`src/rtl/program_loader.sv`:
```
// program_loader: receives a length-prefixed, XOR-checksummed program over a
// valid/ready byte stream, clears and then fills program memory, and releases
// the CPU once the checksum matches.
//
// Parameters
//   MEM_DEPTH       number of 8-bit program memory words
//   TIMEOUT_CYCLES  max consecutive idle (in_valid low) cycles while receiving
//
// Ports
//   clk_signal    system clock, rising edge
//   reset_n       synchronous active-low reset
//   in_valid      upstream byte valid
//   in_data       upstream byte
//   in_ready      loader accepts a byte this cycle
//   reload        single-cycle restart request (honoured in RUN / ERR only)
//   halt_signal   CPU halt indication
//   mem_we        program memory write strobe
//   mem_addr      program memory write address
//   mem_wdata     program memory write data
//   cpu_run       CPU released from reset and executing
//   load_done     load completed with a good checksum
//   load_error    load failed (bad length, bad checksum or timeout)
//   cpu_halted    CPU reported halt while running (sticky until CLEAR)
//   words_loaded  data bytes written in the current load
module program_loader #(
    parameter int unsigned MEM_DEPTH      = 32,
    parameter int unsigned TIMEOUT_CYCLES = 255,
    localparam int unsigned AddrW         = $clog2(MEM_DEPTH),
    localparam int unsigned CntW          = $clog2(MEM_DEPTH + 1)
) (
    input  logic             clk_signal,
    input  logic             reset_n,
    input  logic             in_valid,
    input  logic [7:0]       in_data,
    output logic             in_ready,
    input  logic             reload,
    input  logic             halt_signal,
    output logic             mem_we,
    output logic [AddrW-1:0] mem_addr,
    output logic [7:0]       mem_wdata,
    output logic             cpu_run,
    output logic             load_done,
    output logic             load_error,
    output logic             cpu_halted,
    output logic [CntW-1:0]  words_loaded
);

    localparam int unsigned IdleW = $clog2(TIMEOUT_CYCLES + 1);

    typedef enum logic [2:0] {
        StClear,
        StLen,
        StData,
        StChk,
        StRun,
        StErr
    } state_e;

    state_e           state_q, state_d;
    logic [AddrW-1:0] clr_cnt_q, clr_cnt_d;
    logic [CntW-1:0]  len_q, len_d;
    logic [CntW-1:0]  words_q, words_d;
    logic [7:0]       chk_q, chk_d;
    logic [IdleW-1:0] idle_q, idle_d;
    logic             halted_q, halted_d;
    logic             we_q, we_d;
    logic [AddrW-1:0] addr_q, addr_d;
    logic [7:0]       wdata_q, wdata_d;

    logic receiving;
    logic xfer;
    logic timeout;
    logic len_bad;

    assign receiving = (state_q == StLen) || (state_q == StData) || (state_q == StChk);
    assign in_ready  = receiving;
    assign xfer      = in_valid && receiving;
    // The idle cycle that would make the count reach TIMEOUT_CYCLES aborts the load.
    assign timeout   = receiving && !in_valid && (idle_q == IdleW'(TIMEOUT_CYCLES - 1));
    assign len_bad   = (in_data == 8'd0) || (32'(in_data) > MEM_DEPTH);

    always_comb begin
        state_d   = state_q;
        clr_cnt_d = clr_cnt_q;
        len_d     = len_q;
        words_d   = words_q;
        chk_d     = chk_q;
        halted_d  = halted_q;
        we_d      = 1'b0;
        addr_d    = addr_q;
        wdata_d   = wdata_q;

        if (!receiving || xfer) begin
            idle_d = '0;
        end else begin
            idle_d = idle_q + 1'b1;
        end

        unique case (state_q)
            StClear: begin
                // Memory writes are registered, so each cleared word appears one cycle later.
                we_d     = 1'b1;
                addr_d   = clr_cnt_q;
                wdata_d  = 8'h00;
                chk_d    = 8'h00;
                words_d  = '0;
                halted_d = 1'b0;
                if (clr_cnt_q == AddrW'(MEM_DEPTH - 1)) begin
                    clr_cnt_d = '0;
                    state_d   = StLen;
                end else begin
                    clr_cnt_d = clr_cnt_q + 1'b1;
                end
            end
            StLen: begin
                if (xfer) begin
                    len_d   = in_data[CntW-1:0];
                    state_d = len_bad ? StErr : StData;
                end
            end
            StData: begin
                if (xfer) begin
                    we_d    = 1'b1;
                    addr_d  = words_q[AddrW-1:0];
                    wdata_d = in_data;
                    chk_d   = chk_q ^ in_data;
                    words_d = words_q + 1'b1;
                    if ((words_q + 1'b1) == len_q) begin
                        state_d = StChk;
                    end
                end
            end
            StChk: begin
                if (xfer) begin
                    state_d = (in_data == chk_q) ? StRun : StErr;
                end
            end
            StRun: begin
                if (halt_signal) begin
                    halted_d = 1'b1;
                end
                if (reload) begin
                    state_d  = StClear;
                    words_d  = '0;
                    halted_d = 1'b0;
                end
            end
            StErr: begin
                if (reload) begin
                    state_d  = StClear;
                    words_d  = '0;
                    halted_d = 1'b0;
                end
            end
            default: begin
                state_d = StClear;
            end
        endcase

        if (timeout) begin
            state_d = StErr;
        end
    end

    always_ff @(posedge clk_signal) begin
        if (!reset_n) begin
            state_q   <= StClear;
            clr_cnt_q <= '0;
            len_q     <= '0;
            words_q   <= '0;
            chk_q     <= 8'h00;
            idle_q    <= '0;
            halted_q  <= 1'b0;
            we_q      <= 1'b0;
            addr_q    <= '0;
            wdata_q   <= 8'h00;
        end else begin
            state_q   <= state_d;
            clr_cnt_q <= clr_cnt_d;
            len_q     <= len_d;
            words_q   <= words_d;
            chk_q     <= chk_d;
            idle_q    <= idle_d;
            halted_q  <= halted_d;
            we_q      <= we_d;
            addr_q    <= addr_d;
            wdata_q   <= wdata_d;
        end
    end

    assign mem_we       = we_q;
    assign mem_addr     = addr_q;
    assign mem_wdata    = wdata_q;
    assign cpu_run      = (state_q == StRun);
    assign load_done    = (state_q == StRun);
    assign load_error   = (state_q == StErr);
    assign cpu_halted   = halted_q;
    assign words_loaded = words_q;

endmodule

```
`config.mk`:
```
export PLATFORM = sky130hd
export DESIGN_NAME = program_loader
export DESIGN_NICKNAME = d
export VERILOG_FILES = /design/src/rtl/program_loader.sv
export SDC_FILE = /design/constraint.sdc
export NUM_CORES = 1
export LEC_CHECK = 0
export CORE_MARGIN = 10
export CORE_UTILIZATION = 48
export CTS_CLUSTER_SIZE = 24
export DETAILED_ROUTE_END_ITERATION = 12
export PLACE_DENSITY = 0.71
export SLEW_MARGIN = 20
export SYNTH_ARGS = -nofsm -noshare
export SYNTH_HDL_FRONTEND = slang
export SYNTH_SLANG_ARGS = --single-unit
```
`constraint.sdc`:
```
create_clock -name clk_signal -period 2 [get_ports clk_signal]
set_clock_uncertainty 0.15 [all_clocks]
set_input_delay 0.4 -clock clk_signal [delete_from_list [all_inputs] [get_ports clk_signal]]
set_output_delay 0.4 -clock clk_signal [all_outputs]
set_load 0.02 [all_outputs]
```
==> flow_metrics.py, run 1 <==
metrics = {
    "die": {
        "die_x_um": 92.3,
        "die_area_um2": 8510,
        "core_um2": 5070,
        "io_pins": 38,
        "placementRows": 26,
        "die_h_um": 92.3,
        "initial_core_util_pct": 49.4,
    },
    "critical_path": {
        "start_kind": "input pin",
        "arrival_ns": 2.04,
        "regToRegStartpoint": "state_q[1]",
        "cp-startpoint": "in_data[0]",
        "crit_path_end_kind": "register",
        "critPathMaxStageDelay_ns": 0.43,
        "crit_required_ns": 2.06,
        "crit_fanout": 2,
        "cp_common_cell": "a21oi_1",
        "r2r_slack_ns": 0.02,
        "critPathSlowestCell": "clkdlybuf4s50_1",
        "reg2reg_depth": 5,
        "critPathKind": "input pin to register",
        "cp_cell_sequence": "clkdlybuf4s50_1 > or4_4 > or3_4 > a21oi_1 > a21oi_1 > nor4bb_1",
        "r2r-end": "state_q[1]",
    },
    "timing": {
        "max_freq_mhz": 505,
        "fin_crit_ns": 1.98,
        "slew-limit-headroom_pct": 53.2,
        "slew_viol_final": 0,
        "tightest_slew_ns": 0.697,
        "rsz0062_at_grt": "yes",
        "setup_viol": 0,
        "fin_crit_sh_pct": 99.0,
        "finalHoldViolCount": 0,
    },
    "synth": {
        "ys_warn_count": 0,
        "synth_top_family_by_area": "simple AND/OR/NAND/NOR gates",
        "synthDistinctLibCells": 43,
        "synth_xor_area_share_pct": 7.68,
        "seq_area_frac_synth_pct": 40.7,
        "yosys.area_share.simple_pct": 24.4,
        "synth.area.mux_share_pct": 4.79,
        "synth_fa_ha_area_share_pct": 2.50,
        "synth_compound_area_share_pct": 16.2,
        "syn_inst": 278,
        "syn-num-nets": 296,
        "synth-seq-cells": 51,
        "synth_area_um2": 2510,
        "syn_avg_cell_area_um2": 9.02,
    },
    "final_layout": {
        "seqCellArea_um2": 1030,
        "multi_input_area_um2": 1450,
        "final_util_pct": 65.7,
        "syn_to_final_growth_pct": 33.0,
        "drive_gt1_share_pct": 17.3,
        "layout.nets": 359,
        "final_cell_count_no_fill": 412,
        "nFillCells": 439,
        "antennaDiodeCount": 0,
    },
    "run_status": {
        "status": "complete, no violations",
    },
    "hold_path": {
        "worstHoldPathType": "register to register",
        "worstHoldStart": "cpu_halted",
        "min_to": "cpu_halted",
        "hold_path_depth": 2,
    },
    "pwr": {
        "vdd_drop_max_mv": 0.464,
        "cellPowerDensity_nw_per_um2": 892,
        "leakagePower_nw": 1.38,
    },
    "place": {
        "place_congestion": 0.870,
        "io_buffers": 37,
        "dp.final_hpwl_um": 4490,
        "dp.cells": 402,
    },
    "cts": {
        "clk_path_buf_depth": 2,
        "cts-hold-fix-buffers": 0,
        "h-tree-depth": 2,
        "clk_latency_ns": 0.30,
        "cts_sinks": 51,
        "tritoncts.num_buffers": 5,
        "clkTransAtPathRegs_ns": 0.10,
        "cts_root_buffer": "clkbuf_8",
        "cts_tree": "done",
    },
    "global_route": {
        "grt_overflow": 0,
        "grt_pass1_wl_um": 10200,
        "grt_start_max_net_pins": 21,
        "antenna_found_initial": 0,
        "gr-usage-all-layers_pct": 14.2,
        "grt_pass1_vias": 2187,
    },
    "route": {
        "firstDrtPassIters": 4,
        "wl_per_cell_um": 15.2,
        "drt_iter0_markers": 64,
        "wirelength_um": 6250,
        "vias_per_cell": 5.35,
        "via_count": 2206,
        "drc": 0,
        "ant_nets": 0,
    },
    "run": {
        "cap_violations": 0,
    },
}
==> cells in the final DEF (no fill, tap or decap), types with 3 or more instances in the layout <==
cell,n
mux2i_1,12
dlygate4sd2_1,10
nor2_1,19
and3_1,7
xnor2_1,12
nand2_1,14
xor2_1,10
nand4_1,3
ha_1,3
nand3_1,10
o211ai_1,9
clkbuf_8,7
o21ai_0,9
dfxtp_1,46
buf_4,35
o21ai_1,3
and3b_1,8
a21boi_0,6
or3_1,5
a21oi_1,14
clkdlybuf4s50_1,24
o211a_1,5
nor2b_1,18
dfxtp_2,5
nor4_1,3
a22oi_1,9
and2_1,4
==> how the worst max path moves through the flow <==
| stage | endpoint | slack (ns) | cells past startpoint |
|---|---|---|---|
| floorplan | state_q[0] | 0.02 | 7 |
| global placement | state_q[1] | -0.41 | 6 |
| detailed placement | state_q[1] | -0.45 | 6 |
| CTS | state_q[1] | 0.03 | 6 |
| global route | state_q[1] | -0.03 | 5 |
| finish | state_q[1] | 0.02 | 6 |
==> per-layer routing <==
| metal | up-vias | part of all wire [%] | GRT usage, % |
|---|---|---|---|
| li1 | 1120 | - | - |
| met1 | 1045 | 47 | 17.6 |
| met2 | 41 | 48 | 23.8 |
| met3 | 0 | 5.1 | 4.56 |
| met4 | 0 | 0 | 2.31 |
| met5 | - | 0 | 0 |
==> kinds of logic after synthesis <==
kind of cell / Yosys count
buffers and inverters: 20
adder cells (fa/ha/maj): 5
multiplexers: 12
AND/OR/NAND/NOR: 107
flip-flops: 51
AO/OA/AOI/OAI: 61
XOR/XNOR: 22
==> flip-flops by register name, indices dropped and copies added (netlist names), 3 cells and up <==
register,flops
state_q,3
words_loaded,6
idle_q,8
clr_cnt_q,5
mem_wdata,8
len_q,6
chk_q,8
mem_addr,5
==> per-stage QoR <==
step	instance area (um2)	power (mW)	worst slack [ns]	setup TNS (ns)	hold WS (ns)
final	3340	2.97	0.0207	0	0.341
after global routing	3340	3.14	-0.0320	-0.0320	0.374
after CTS	3270	2.92	0.0320	0	0.347
after detailed placement	3170	2.26	-0.454	-2.49	0.325
after global placement	3170	2.25	-0.409	-2.04	0.315
after floorplan	2510	1.82	0.0200	0	0.303
==> synth_stat cells, drive strengths merged <==
cell      n  area, um2
o311a     1       10.0
o31ai     1       7.51
clkbuf    9       33.8
and2      5       31.3
nand2b    1       6.26
a21boi    7       52.6
a22oi     9       67.6
nor4bb    1       10.0
mux2i    12        120
o211a     5       50.1
nand3    10       50.1
o211ai    9       67.6
a31oi     2       12.5
nor4      4       25.0
nor3b     1       7.51
a21oi    14       70.1
xor2     10       87.6
buf       9       52.6
inv       2       7.51
nand2    14       52.6
ha        5       62.6
o21ai    12       60.1
and3b     8       70.1
nand3b    2       15.0
nor2b    18        113
nor2     19       71.3
or4       1       7.51
o21a      1       7.51
nand4     3       18.8
or3       7       43.8
xnor2    12        105
or4b      1       10.0
nand4bb   1       11.3
dfxtp    51       1020
and3      7       43.8
nor3      4       25.0
==> timing repair <==
item,in CTS,in global routing
endpoints found under the setup margin,9,18
pin swaps,5,4
buffers inserted,0,2
resized for setup,17,14
==> cell type report <==
class	count	area share (%)
Inverter	2	0.225
Clock inverter	1	0.225
Timing Repair Buffer	74	19.9
Tap cell	70	2.63
Sequential cell	51	30.8
Multi-Input combinational cell	207	43.4
Clock buffer	7	2.89
==> critical path, delay by kind of cell <==
family	cells	cell delay, ns
and+or+nand+nor	3	1.01
AOI/OAI and AO/OA	2	0.19
buffers and inverters	1	0.43
==> power by group <==
group / switching (mW) / internal, mW
Clock: 0.352 / 0.316
Combinational: 0.587 / 0.493
Sequential: 0.0944 / 1.13
Power figures use the tool's default switching activity.
==> run 2, diff against run 1 <==
--- a/config.mk
+++ b/config.mk
@@ -5,7 +5,7 @@
 export SDC_FILE = /design/constraint.sdc
 export NUM_CORES = 1
 export LEC_CHECK = 0
-export CORE_MARGIN = 10
+export CORE_MARGIN = 4
 export CORE_UTILIZATION = 48
 export CTS_CLUSTER_SIZE = 24
 export DETAILED_ROUTE_END_ITERATION = 12
==> flow_metrics.py, run 2 (same netlist as run 1, synthesis figures left out) <==
metrics = {
    "timing": {
        "finalHoldViolCount": 0,
        "finalSetupTns_ns": -0.00528,
        "setup_viol": 1,
        "slew_viol_final": 0,
        "layout_setup_ws_ns": -0.00528,
        "slew-limit-headroom_pct": 56.5,
        "max_freq_mhz": 499,
        "fin_crit_sh_pct": 100,
        "fin_crit_ns": 2.01,
        "tightest_slew_ns": 0.649,
        "rsz0062_at_grt": "yes",
    },
    "route": {
        "ant_nets": 0,
        "drc": 0,
        "firstDrtPassIters": 4,
        "drt_iter0_markers": 94,
        "via_count": 2246,
        "vias_per_cell": 5.46,
        "wirelength_um": 6020,
        "wl_per_cell_um": 14.6,
    },
    "die": {
        "die_area_um2": 6440,
        "initial_core_util_pct": 49.4,
        "core_um2": 5070,
        "io_pins": 38,
        "placementRows": 26,
        "die_h_um": 80.3,
        "die_x_um": 80.3,
    },
    "cts": {
        "h-tree-depth": 2,
        "cts-hold-fix-buffers": 0,
        "tritoncts.num_buffers": 5,
        "clkTransAtPathRegs_ns": 0.09,
        "cts_sinks": 51,
        "cts_root_buffer": "clkbuf_8",
        "cts_tree": "done",
        "clk_path_buf_depth": 2,
        "clk_latency_ns": 0.31,
    },
    "critical_path": {
        "start_kind": "register",
        "arrival_ns": 2.05,
        "crit_required_ns": 2.05,
        "crit_fanout": 5,
        "crit_path_end_kind": "register",
        "critPathKind": "register to register",
        "r2r_slack_ns": -0.005,
    },
    "final_layout": {
        "final_area_um2": 3330,
        "nFillCells": 449,
        "layout_common_cells": "47 x dfxtp_1, 33 x buf_4, 23 x clkdlybuf4s50_1",
        "final_util_pct": 65.7,
        "antennaDiodeCount": 0,
        "multi_input_area_um2": 1410,
        "syn_to_final_growth_pct": 33.0,
        "layout.nets": 358,
        "drive_gt1_share_pct": 15.5,
        "final_common_cell": "dfxtp_1",
        "final_cell_count_no_fill": 411,
        "seqCellArea_um2": 1030,
    },
    "pwr": {
        "leakagePower_nw": 1.38,
        "cellPowerDensity_nw_per_um2": 926,
        "vdd_drop_max_mv": 0.466,
    },
    "global_route": {
        "antenna_found_initial": 0,
        "grt_pass1_vias": 2196,
        "grt_pass1_wl_um": 10100,
        "gr-usage-all-layers_pct": 19.9,
        "grt_overflow": 0,
        "grt_start_max_net_pins": 27,
    },
    "hold_path": {
        "worstHoldPathType": "register to register",
    },
    "place": {
        "place_congestion": 0.831,
        "dp.cells": 402,
        "post-place-ws_ns": -0.499,
        "dp.final_hpwl_um": 4270,
        "placed_cell_area_um2": 3180,
        "io_buffers": 37,
    },
    "run_status": {
        "violations": "setup timing",
        "status": "finished with violations",
    },
    "run": {
        "cap_violations": 0,
    },
}
## run 2: cell count changes in the layout (fill, tap and decap cells not counted), sizes merged
cell | previous run | this run
bufinv | 0 | 2
buf | 37 | 36
clkbuf | 7 | 6
clkdlybuf4s50 | 24 | 23
clkinvlp | 1 | 0
dlygate4sd2 | 10 | 11
## run 2: worst paths after layout
| kind | start | depth (start not counted) | endpoint |
|---|---|---|---|
| min reg2reg | cpu_halted | 2 | cpu_halted |
| min | cpu_halted | 2 | cpu_halted |
| max reg2reg | state_q[1] | 5 | state_q[1] |
| max | state_q[1] | 5 | state_q[1] |
## run 2: area by class of cell
cell class / instances / area share (%)
multi-input cells: 207 / 42.3
flip-flops and latches: 51 / 30.8
repair buffers: 73 / 20.0
well taps: 70 / 2.63
clock buffers: 6 / 2.18
clock inverters: 2 / 1.80
inverters: 2 / 0.225
## run 2: routing by layer
layer	track usage (%)	vias to the layer above	part of all wire [%]
met5	0	-	0
met4	7.26	0	1.6
met3	4.93	11	4.3
met2	33.3	60	48
met1	24.6	1057	46
li1	-	1118	-
## run 2: where the power goes
part / leakage, nW / internal (mW) / switching (mW) / total (mW)
clock: 0.0654 / 0.500 / 0.348 / 0.848
combinational: 0.901 / 0.462 / 0.561 / 1.02
sequential: 0.415 / 1.13 / 0.0883 / 1.22
## run 2: critical path, cell delays in order (launching register included)
cell	delay, ns
dfxtp_4	0.37
or4b_1	0.51
or3_4	0.37
a21oi_1	0.13
a21oi_1	0.06
nor4bb_1	0.30
## run 2: timing repair
item / in CTS / in global routing
buffers inserted: 1 / 0
pin swaps: 5 / 1
resized for setup: 17 / 8
endpoints found under the setup margin: 9 / 6
## run 2: per-stage QoR
step                      hold slack, ns  power (mW)
after global placement             0.315        2.25
after detailed placement           0.330        2.26
after floorplan                    0.303        1.82
final                              0.346        3.09
after CTS                          0.353        3.10
after global routing               0.383        3.26
